## config.mk

```make
export PLATFORM = sky130hd
export DESIGN_NAME = instr_encoder
export DESIGN_NICKNAME = d
export VERILOG_FILES = /design/src/rtl/riscv_pkg.sv /design/src/rtl/instr_encoder_pack.sv /design/src/rtl/instr_encoder.sv
export SDC_FILE = /design/constraint.sdc
export NUM_CORES = 1
export LEC_CHECK = 0
export CORE_MARGIN = 1.5
export CORE_UTILIZATION = 45
export CTS_BUF_LIST = sky130_fd_sc_hd__clkbuf_8 sky130_fd_sc_hd__clkbuf_16
export CTS_CLUSTER_DIAMETER = 100
export CTS_CLUSTER_SIZE = 28
export DETAILED_ROUTE_END_ITERATION = 12
export DONT_BUFFER_PORTS = 1
export PLACE_DENSITY = 0.66
export SLEW_MARGIN = 40
export SYNTH_ARGS = -nofsm -noshare
export SYNTH_HDL_FRONTEND = slang
export SYNTH_SLANG_ARGS = --single-unit
```

## constraint.sdc

```tcl
create_clock -name clk -period 3.3 [get_ports clk]
set_clock_uncertainty 0.05 [all_clocks]
set_input_delay 0 -clock clk [delete_from_list [all_inputs] [get_ports clk]]
set_output_delay 0 -clock clk [all_outputs]
set_load 0.05 [all_outputs]
```

## src/rtl/riscv_pkg.sv

```systemverilog
// riscv_pkg: RV32I opcodes, funct7 constants and instruction classes shared by the encoder and control unit
package riscv_pkg;
  localparam logic [6:0] OP_R     = 7'b0110011;
  localparam logic [6:0] OP_I     = 7'b0010011;
  localparam logic [6:0] OP_L     = 7'b0000011;
  localparam logic [6:0] OP_JALR  = 7'b1100111;
  localparam logic [6:0] OP_B     = 7'b1100011;
  localparam logic [6:0] OP_S     = 7'b0100011;
  localparam logic [6:0] OP_JAL   = 7'b1101111;
  localparam logic [6:0] OP_LUI   = 7'b0110111;
  localparam logic [6:0] OP_AUIPC = 7'b0010111;
  localparam logic [6:0] F7_BASE  = 7'b0000000;
  localparam logic [6:0] F7_ALT   = 7'b0100000;
  typedef enum logic [3:0] {
    CLS_R, CLS_I, CLS_L, CLS_JALR, CLS_B, CLS_S, CLS_JAL, CLS_LUI, CLS_AUIPC
  } instr_class_t;
  // true when v is representable as a bits-wide two's-complement value
  function automatic logic fits_signed(input logic [31:0] v, input int unsigned bits);
    logic [31:0] s;
    s = 32'($signed(v) >>> (bits - 1));
    return s == '0 || s == '1;
  endfunction
endpackage

```

## src/rtl/instr_encoder_pack.sv

```systemverilog
// instr_pack: combinational RV32I field packer and immediate/funct3 legality check
// Ports: cls/funct3/alt/rd/rs1/rs2/imm decoded fields in; inst packed word, illegal flag out.
module instr_pack
  import riscv_pkg::*;
(
  input  logic [3:0]  cls,
  input  logic [2:0]  funct3,
  input  logic        alt,
  input  logic [4:0]  rd,
  input  logic [4:0]  rs1,
  input  logic [4:0]  rs2,
  input  logic [31:0] imm,
  output logic [31:0] inst,
  output logic        illegal
);
  logic shift;
  assign shift = funct3 == 3'b001 || funct3 == 3'b101;
  always_comb begin
    inst = '0;
    illegal = 1'b0;
    case (cls)
      CLS_R: inst = {alt ? F7_ALT : F7_BASE, rs2, rs1, funct3, rd, OP_R};
      CLS_I: begin
        // only SRAI takes the alternate funct7; SLLI always uses the base pattern
        inst = shift ? {(alt && funct3 == 3'b101) ? F7_ALT : F7_BASE, imm[4:0], rs1, funct3, rd, OP_I}
                     : {imm[11:0], rs1, funct3, rd, OP_I};
        illegal = shift ? imm[31:5] != '0 : !fits_signed(imm, 12);
      end
      CLS_L: begin
        inst = {imm[11:0], rs1, funct3, rd, OP_L};
        illegal = !fits_signed(imm, 12) || !(funct3 inside {3'b000, 3'b001, 3'b010, 3'b100, 3'b101});
      end
      CLS_JALR: begin
        inst = {imm[11:0], rs1, 3'b000, rd, OP_JALR};
        illegal = !fits_signed(imm, 12);
      end
      CLS_S: begin
        inst = {imm[11:5], rs2, rs1, funct3, imm[4:0], OP_S};
        illegal = !fits_signed(imm, 12) || funct3 > 3'b010;
      end
      CLS_B: begin
        inst = {imm[12], imm[10:5], rs2, rs1, funct3, imm[4:1], imm[11], OP_B};
        illegal = !fits_signed(imm, 13) || imm[0] || funct3 inside {3'b010, 3'b011};
      end
      CLS_JAL: begin
        inst = {imm[20], imm[10:1], imm[11], imm[19:12], rd, OP_JAL};
        illegal = !fits_signed(imm, 21) || imm[0];
      end
      CLS_LUI, CLS_AUIPC: begin
        inst = {imm[31:12], rd, cls == CLS_LUI ? OP_LUI : OP_AUIPC};
        illegal = imm[11:0] != '0;
      end
      default: illegal = 1'b1;
    endcase
  end
endmodule

```

## src/rtl/instr_encoder.sv

```systemverilog
// instr_encoder: registers packed RV32I words with target byte addresses on a valid/ready stream
// Ports: clk/rst; in_* request stream with decoded fields; clr soft clear;
//        out_* word stream (inst, addr); err_valid pulse and saturating err_count.
module instr_encoder
  import riscv_pkg::*;
#(
  parameter logic [31:0] BASE_ADDR = 32'h0000_0000,
  parameter int          DEPTH     = 256
) (
  input  logic        clk,
  input  logic        rst,
  input  logic        in_valid,
  output logic        in_ready,
  input  logic [3:0]  in_class,
  input  logic [2:0]  in_funct3,
  input  logic        in_alt,
  input  logic [4:0]  in_rd,
  input  logic [4:0]  in_rs1,
  input  logic [4:0]  in_rs2,
  input  logic [31:0] in_imm,
  input  logic        clr,
  output logic        out_valid,
  input  logic        out_ready,
  output logic [31:0] out_inst,
  output logic [31:0] out_addr,
  output logic        err_valid,
  output logic [7:0]  err_count
);
  localparam int AW = $clog2(DEPTH);
  logic [AW-1:0] addr_q;
  logic [31:0]   inst;
  logic          illegal, accept, emit;
  instr_pack u_pack (
    .cls(in_class), .funct3(in_funct3), .alt(in_alt), .rd(in_rd), .rs1(in_rs1),
    .rs2(in_rs2), .imm(in_imm), .inst(inst), .illegal(illegal)
  );
  assign in_ready = !out_valid || out_ready;
  assign accept   = in_valid && in_ready;
  assign emit     = out_valid && out_ready;
  // DEPTH is a power of two, so the index wraps to zero by overflow
  assign out_addr = BASE_ADDR + 32'({addr_q, 2'b00});
  always_ff @(posedge clk) begin
    if (rst || clr) begin
      out_valid <= 1'b0;
      out_inst  <= '0;
      addr_q    <= '0;
      err_valid <= 1'b0;
      err_count <= '0;
    end else begin
      out_valid <= (accept && !illegal) || (out_valid && !out_ready);
      if (accept && !illegal) out_inst <= inst;
      if (emit) addr_q <= addr_q + AW'(1);
      err_valid <= accept && illegal;
      if (accept && illegal && err_count != 8'hFF) err_count <= err_count + 8'd1;
    end
  end
endmodule

```

==> results.md, run 1 <==
- Status: completed
- Port buffer count: 0
- Area share of and/or/nand/nor cells after synthesis: 0.298
- Routed met3 length: between 1000 and 1500 um
- Post-Place Cells: 481
- Compound-Gate Fraction of Synth Area: 0.234
- WL per Instance: about 18 um
- Drt pass-1 iters: 7
- TritonCTS clock tree: built
- Ports: ~140
- Final Cycle Share: 0.939
- WS Path Type: in2reg
- Part of the power in registers: 0.509
- Die X: just under 90 um
- Ys async rst share: 0
- Crit-path cells: nor4_1 > nand4_1 > o31ai_1 > o31ai_1 > nor4_4 > nand3_2 > buf_4 > a221oi_1 > dlygate4sd3_1 > nor3_1
- Commonest cells after routing, fill and taps aside: dfxtp_1, nand3_1, nor2_1
- Worst-Skew Late Latency: around 0.30 ns
- DR vias/cell: 6.00
- Gpl congestion: between 0.9 and 1
- Share of cells above drive strength 1: 0.0729
- Number of global-route vias before repair: 2835
- Most common cell after layout, fill and taps aside: dfxtp_1
- Initial antenna violation count: 0
- Worst Tran Pin Value: 0.796 ns
- Worst Path Required: around 3.4 ns
- CP endpoint kind: flop
- Synth Register Bits: slightly below 50
- First-pass GRT wire length: ~15000 um
- Clock sink count: just under 50
- Logic pwr share: 0.210
- Root Buffer: clkbuf_8
- Cell Int Power: approximately 830 uW
- # Max-Cap Violations: 0
- Mux cell area share after synthesis: 0.0211
- Crit-path most repeated cell: o31ai_1
- Final setup viols: 0
- Pleak: between 0.001 and 0.0015 uW
- Sw Share: 0.325
- Number of synthesized flops with an enable pin: 0
- Iteration-0 DRC Markers: 270
- Combinational family with the most area after synthesis: simple AND/OR/NAND/NOR gates
- Post-synthesis cell type count: 54
- DPL Wire Length: about 6600 um
- CP bufs+invs: 2
- CTS Buf Count: 5
- Total power: ~1200 uW
- Synth Area in XOR/XNOR: 0.0246
- Cells after Synth: about 420
- Hold Path Class: in2reg
- Crit path max fanout: 37
- Die Y: 87.5 um
- Clock Power Share: 0.281
- Pins Over Slew Limit: 0
- Unrepaired setup endpoints after global routing: no
- Mapped Avg Cell Area: 7.71 um^2
- Max clock buf depth: 2
- Post-synthesis sequential area ratio: 0.306
- Post-Route WL: around 9500 um
- WL met1: a little under 4000 um
- Warnings, synthesis: 0
- CP max stage cell: dlygate4sd3_1
- Slew headroom: 0.468
- CP arrival: between 3 and 4 ns
- F_max: 323 MHz
- Critical path's largest stage delay: 0.61 ns
- Predominant post-synthesis flop cell: dfxtp_1
- Initial Util: 0.470
- Hold Vio Cnt, Final: 0
- DR top layer: met4
- Core outline area: 6830 um^2
- Rows: 30
- Critical Path Source Type: input port
- Die area: 7650 um^2
- Post-Synth Adder-Cell Area: 0.00780
- Placed Area: roughly 3100 um^2
- Peak VDD IR: 190 uV
- Total GRT Usage: 0.245
- Global route total overflow: 0
- Net total in the final layout: a little under 500
- Sw power: 401 uW
- PwrDens: approximately 350 nW/um^2
- Clk pin slew, worst setup/hold paths: 0.09 ns
- Mapped Area: about 3200 um^2
- Metal2 WL: 4280 um
- Inserted Diodes: 0
- TNS Setup: 0 ns
- Pin count of the biggest net entering global routing: 40
- CP delay by family, top: simple AND/OR/NAND/NOR gates
- DRC viols: 0
- Area delta synth->final: 9.55%
- Post-Layout Inst Area: 3520 um^2
- Via count: 3124
- Tmin final: 3.10 ns
- Detail Route Antenna Nets: 0
- Final non-filler cell total: ~520
- H-Tree Depth: 2
state kept, by name (all words and copies together) (netlist names):
name,flops
out_valid,1
err_valid,1
addr_q,8
out_inst,31
err_count,8
kinds of logic after synthesis:
group           Yosys count
compound gates          107
xor+xnor                  9
fa+ha+maj                 2
buf+inv                  62
flops                    49
mux                       6
other cells               1
simple gates            180
power groups by stage:
stage	sequential, uW	clock [uW]	combinational (uW)
after floorplan	639	0	234
after global placement	642	0	213
after detailed placement	642	0	215
after CTS	628	352	253
after global routing	629	374	279
final	628	347	259
final cells by class:
cell class                 instances  area [um^2]
sequential                        49          982
timing repair buffer              35          338
fill                             692         3320
clock buffer                       5         68.8
multi-input combinational        328         1970
tap                               96          120
inverter                           5         18.8
clock inverter                     3         17.5
worst min-delay path, cell delays in order:
cell and delay, ns:
a21oi_1 0.10, o22ai_1 0.09, nand3_1 0.08, nand2_1 0.04
synth_stat cells (5+ instances only):
| cell | count | share of area |
|---|---|---|
| mux2_2 | 5 | 0.018 |
| a21oi_1 | 35 | 0.055 |
| nand3_1 | 42 | 0.065 |
| xor2_1 | 6 | 0.016 |
| nor3b_1 | 7 | 0.016 |
| buf_4 | 27 | 0.063 |
| a31oi_1 | 5 | 0.0097 |
| nand2_1 | 24 | 0.028 |
| nor3_1 | 6 | 0.0094 |
| dfxtp_1 | 49 | 0.31 |
| buf_2 | 10 | 0.016 |
| o31ai_1 | 16 | 0.037 |
| a221oi_1 | 8 | 0.022 |
| clkbuf_1 | 15 | 0.018 |
| nor2b_1 | 18 | 0.035 |
| nor4_1 | 6 | 0.012 |
| nand4_1 | 7 | 0.014 |
| buf_1 | 5 | 0.0058 |
| o22ai_1 | 8 | 0.016 |
| nor2_1 | 43 | 0.050 |
| and3_1 | 10 | 0.019 |
through the flow:
step	hold slack, ns	util	setup WS (ns)
CTS	0.00310	0.514	0.394
detailed placement	0.0618	0.456	0.636
global placement	0.0584	0.456	0.863
global route	0.0180	0.515	0.0584
finish	0.00401	0.515	0.202
floorplan	0.110	-	1.10
final timing paths:
check	to	cells after the start	slack, ns	startpoint
worst max-delay path	out_inst[25]	10	0.20	in_imm[6]
worst min-delay path	out_inst[16]	4	0.004	in_imm[16]
worst max register to register	out_inst[25]	8	0.33	out_valid
worst min register to register	out_inst[16]	2	0.66	out_inst[16]
layer usage:
| metal | vias up | track usage |
|---|---|---|
| li1 | 1501 | - |
| met1 | 1445 | 0.320 |
| met2 | 166 | 0.387 |
| met3 | 12 | 0.0796 |
| met4 | 0 | 0.0635 |
| met5 | - | 0 |
repair_timing:
item	in CTS	in global routing
resized for setup	0	0
buffers inserted	0	0
hold buffers	31	0
hold endpoints to repair	33	0
Note: power is estimated with default switching activity, not from simulation.
==> run 2: changes to the inputs <==
--- a/config.mk
+++ b/config.mk
@@ -12,6 +12,7 @@
 export CTS_CLUSTER_SIZE = 28
 export DETAILED_ROUTE_END_ITERATION = 12
 export DONT_BUFFER_PORTS = 1
+export HOLD_SLACK_MARGIN = 0.08
 export PLACE_DENSITY = 0.66
 export SLEW_MARGIN = 40
 export SYNTH_ARGS = -nofsm -noshare
==> results.md, run 2 (synthesis gave the netlist of run 1 again) <==
- Status: completed (unchanged)
- Clock sink count: 49 (unchanged)
- WS Path Type: reg2reg (was in2reg)
- Ports: 135 (unchanged)
- Rows: 30 (unchanged)
- Pins Over Slew Limit: 0 (unchanged)
- Post-Place Cells: 481 (unchanged)
- CP endpoint kind: flop (unchanged)
- Via count: 3212 (was 3124)
- Most flop-heavy register: out_inst (unchanged)
- Total GRT Usage: 0.252 (was 0.245)
- Post-CTS Setup Bufs: 0 (unchanged)
- DRC viols: 0 (unchanged)
- Crit path max fanout: 37 (unchanged)
- Hold Vio Cnt, Final: 0 (unchanged)
- Final Cycle Share: 0.897 (was 0.939)
- Detail Route Antenna Nets: 0 (unchanged)
- Share of cells above drive strength 1: 0.0745 (was 0.0729)
- Die X: 87.5 um (unchanged)
- Iteration-0 DRC Markers: 284 (was 270)
- CTS Buf Count: 5 (unchanged)
- Net total in the final layout: 504 (was 486)
- TritonCTS clock tree: built (unchanged)
- Gpl congestion: 0.952 (unchanged)
- DR vias/cell: 5.96 (was 6.00)
- First-pass GRT wire length: 15200 um (was 14700 um)
- Final setup viols: 0 (unchanged)
- Slew headroom: 0.468 (about the same)
- Number of global-route vias before repair: 2953 (was 2835)
- Fillers: 678 (was 692)
- Pin count of the biggest net entering global routing: 40 (unchanged)
- CP arrival: 3.07 ns (was 3.21 ns)
- Post-Route WL: 9770 um (was 9520 um)
- Drt pass-1 iters: 7 (unchanged)
- Initial Util: 0.470 (unchanged)
- Max clock buf depth: 2 (unchanged)
- Clk pin slew, worst setup/hold paths: 0.09 ns (about the same)
- Root Buffer: clkbuf_8 (unchanged)
- WL per Instance: 18.1 um (was 18.3 um)
- Worst Path Required: 3.41 ns (about the same)
- Die Y: 87.5 um (unchanged)
- Worst-Skew Late Latency: 0.30 ns (about the same)
- Worst Tran Pin Value: 0.797 ns (was 0.796 ns)
- TNS Setup: 0 ns (unchanged)
- Inserted Diodes: 0 (unchanged)
- Largest register FFs: 31 (unchanged)
- Area delta synth->final: 15.2% (was 9.55%)
- # Max-Cap Violations: 0 (unchanged)
- Pleak: 0.00134 uW (was 0.00128 uW)
- Unrepaired setup endpoints after global routing: no (unchanged)
- PwrDens: 341 nW/um^2 (was 351 nW/um^2)
- Hold Path Class: in2reg (unchanged)
- Core outline area: 6830 um^2 (unchanged)
- F_max: 338 MHz (was 323 MHz)
- Die area: 7650 um^2 (unchanged)
- Peak VDD IR: 188 uV (was 190 uV)
- H-Tree Depth: 2 (unchanged)
- Initial antenna violation count: 0 (unchanged)
- Critical Path Source Type: flop (was input port)
- Final non-filler cell total: 539 (was 521)
- Commonest cells after routing, fill and taps aside: dfxtp_1, dlygate4sd3_1, nand3_1, nor2_1, a21oi_1 (was dfxtp_1, nand3_1, nor2_1)
- Largest registers: out_inst: 31 flops, addr_q: 8 flops, err_count: 8 flops (unchanged)
- Tmin final: 2.96 ns (was 3.10 ns)
- Global route total overflow: 0 (unchanged)
- DPL Wire Length: 6620 um (unchanged)
- Port buffer count: 0 (unchanged)
==> run 2: critical path, cell delays in order (launching register included) <==
cell and delay [ns]:
dfxtp_1 0.52, nand2b_1 0.17, buf_4 0.22, and2_1 0.29
nand3_2 0.27, buf_4 0.34, a221oi_1 0.28, dlygate4sd3_1 0.61
nor3_1 0.05
==> run 2: worst paths after layout <==
path / start / end / slack [ns] / cells past startpoint
max: out_valid / out_inst[25] / 0.34 / 8
min: in_rs1[3] / out_inst[18] / 0.09 / 5
max reg2reg: out_valid / out_inst[25] / 0.34 / 8
min reg2reg: out_inst[15] / out_inst[15] / 0.66 / 2
==> run 2: metrics by stage <==
step	hold slack (ns)	util	worst slack, ns	instance area (um^2)	power [uW]
2_1_floorplan	0.110	-	1.10	3300	872
3_3_place_gp	0.0584	0.456	0.863	3110	855
3_5_place_dp	0.0618	0.456	0.636	3110	857
4_1_cts	0.0815	0.540	0.394	3690	1260
5_1_grt	0.0876	0.541	0.132	3700	1310
6_report	0.0924	0.541	0.340	3700	1260
==> run 2: final cells by class <==
type	count	area (um^2)	area share
Clock buffer	5	68.8	0.0186
Clock inverter	3	17.5	0.00474
Timing Repair Buffer	53	513	0.139
Multi-Input combinational cell	328	1980	0.535
Inverter	5	18.8	0.00508
Tap cell	96	120	0.0325
Sequential cell	49	982	0.266
==> run 2: repair_timing <==
action,4_1_cts,5_1_grt
endpoints found under the hold margin,36,0
endpoints found under the setup margin,0,2
hold buffers,49,0
resized for setup,0,1
==> run 2: routing by layer <==
layer	track usage	up-vias	wire (um)
met5	0	-	0
met4	0.0707	0	122
met3	0.0787	14	1140
met2	0.404	165	4460
met1	0.325	1501	4050
li1	-	1532	-
==> run 2: where the power goes <==
group          switching (uW)  leakage, uW  total, uW  internal [uW]
Sequential               30.5     0.000396        628            597
Combinational             182     0.000893        287            105
Clock                     197    0.0000497        345            148
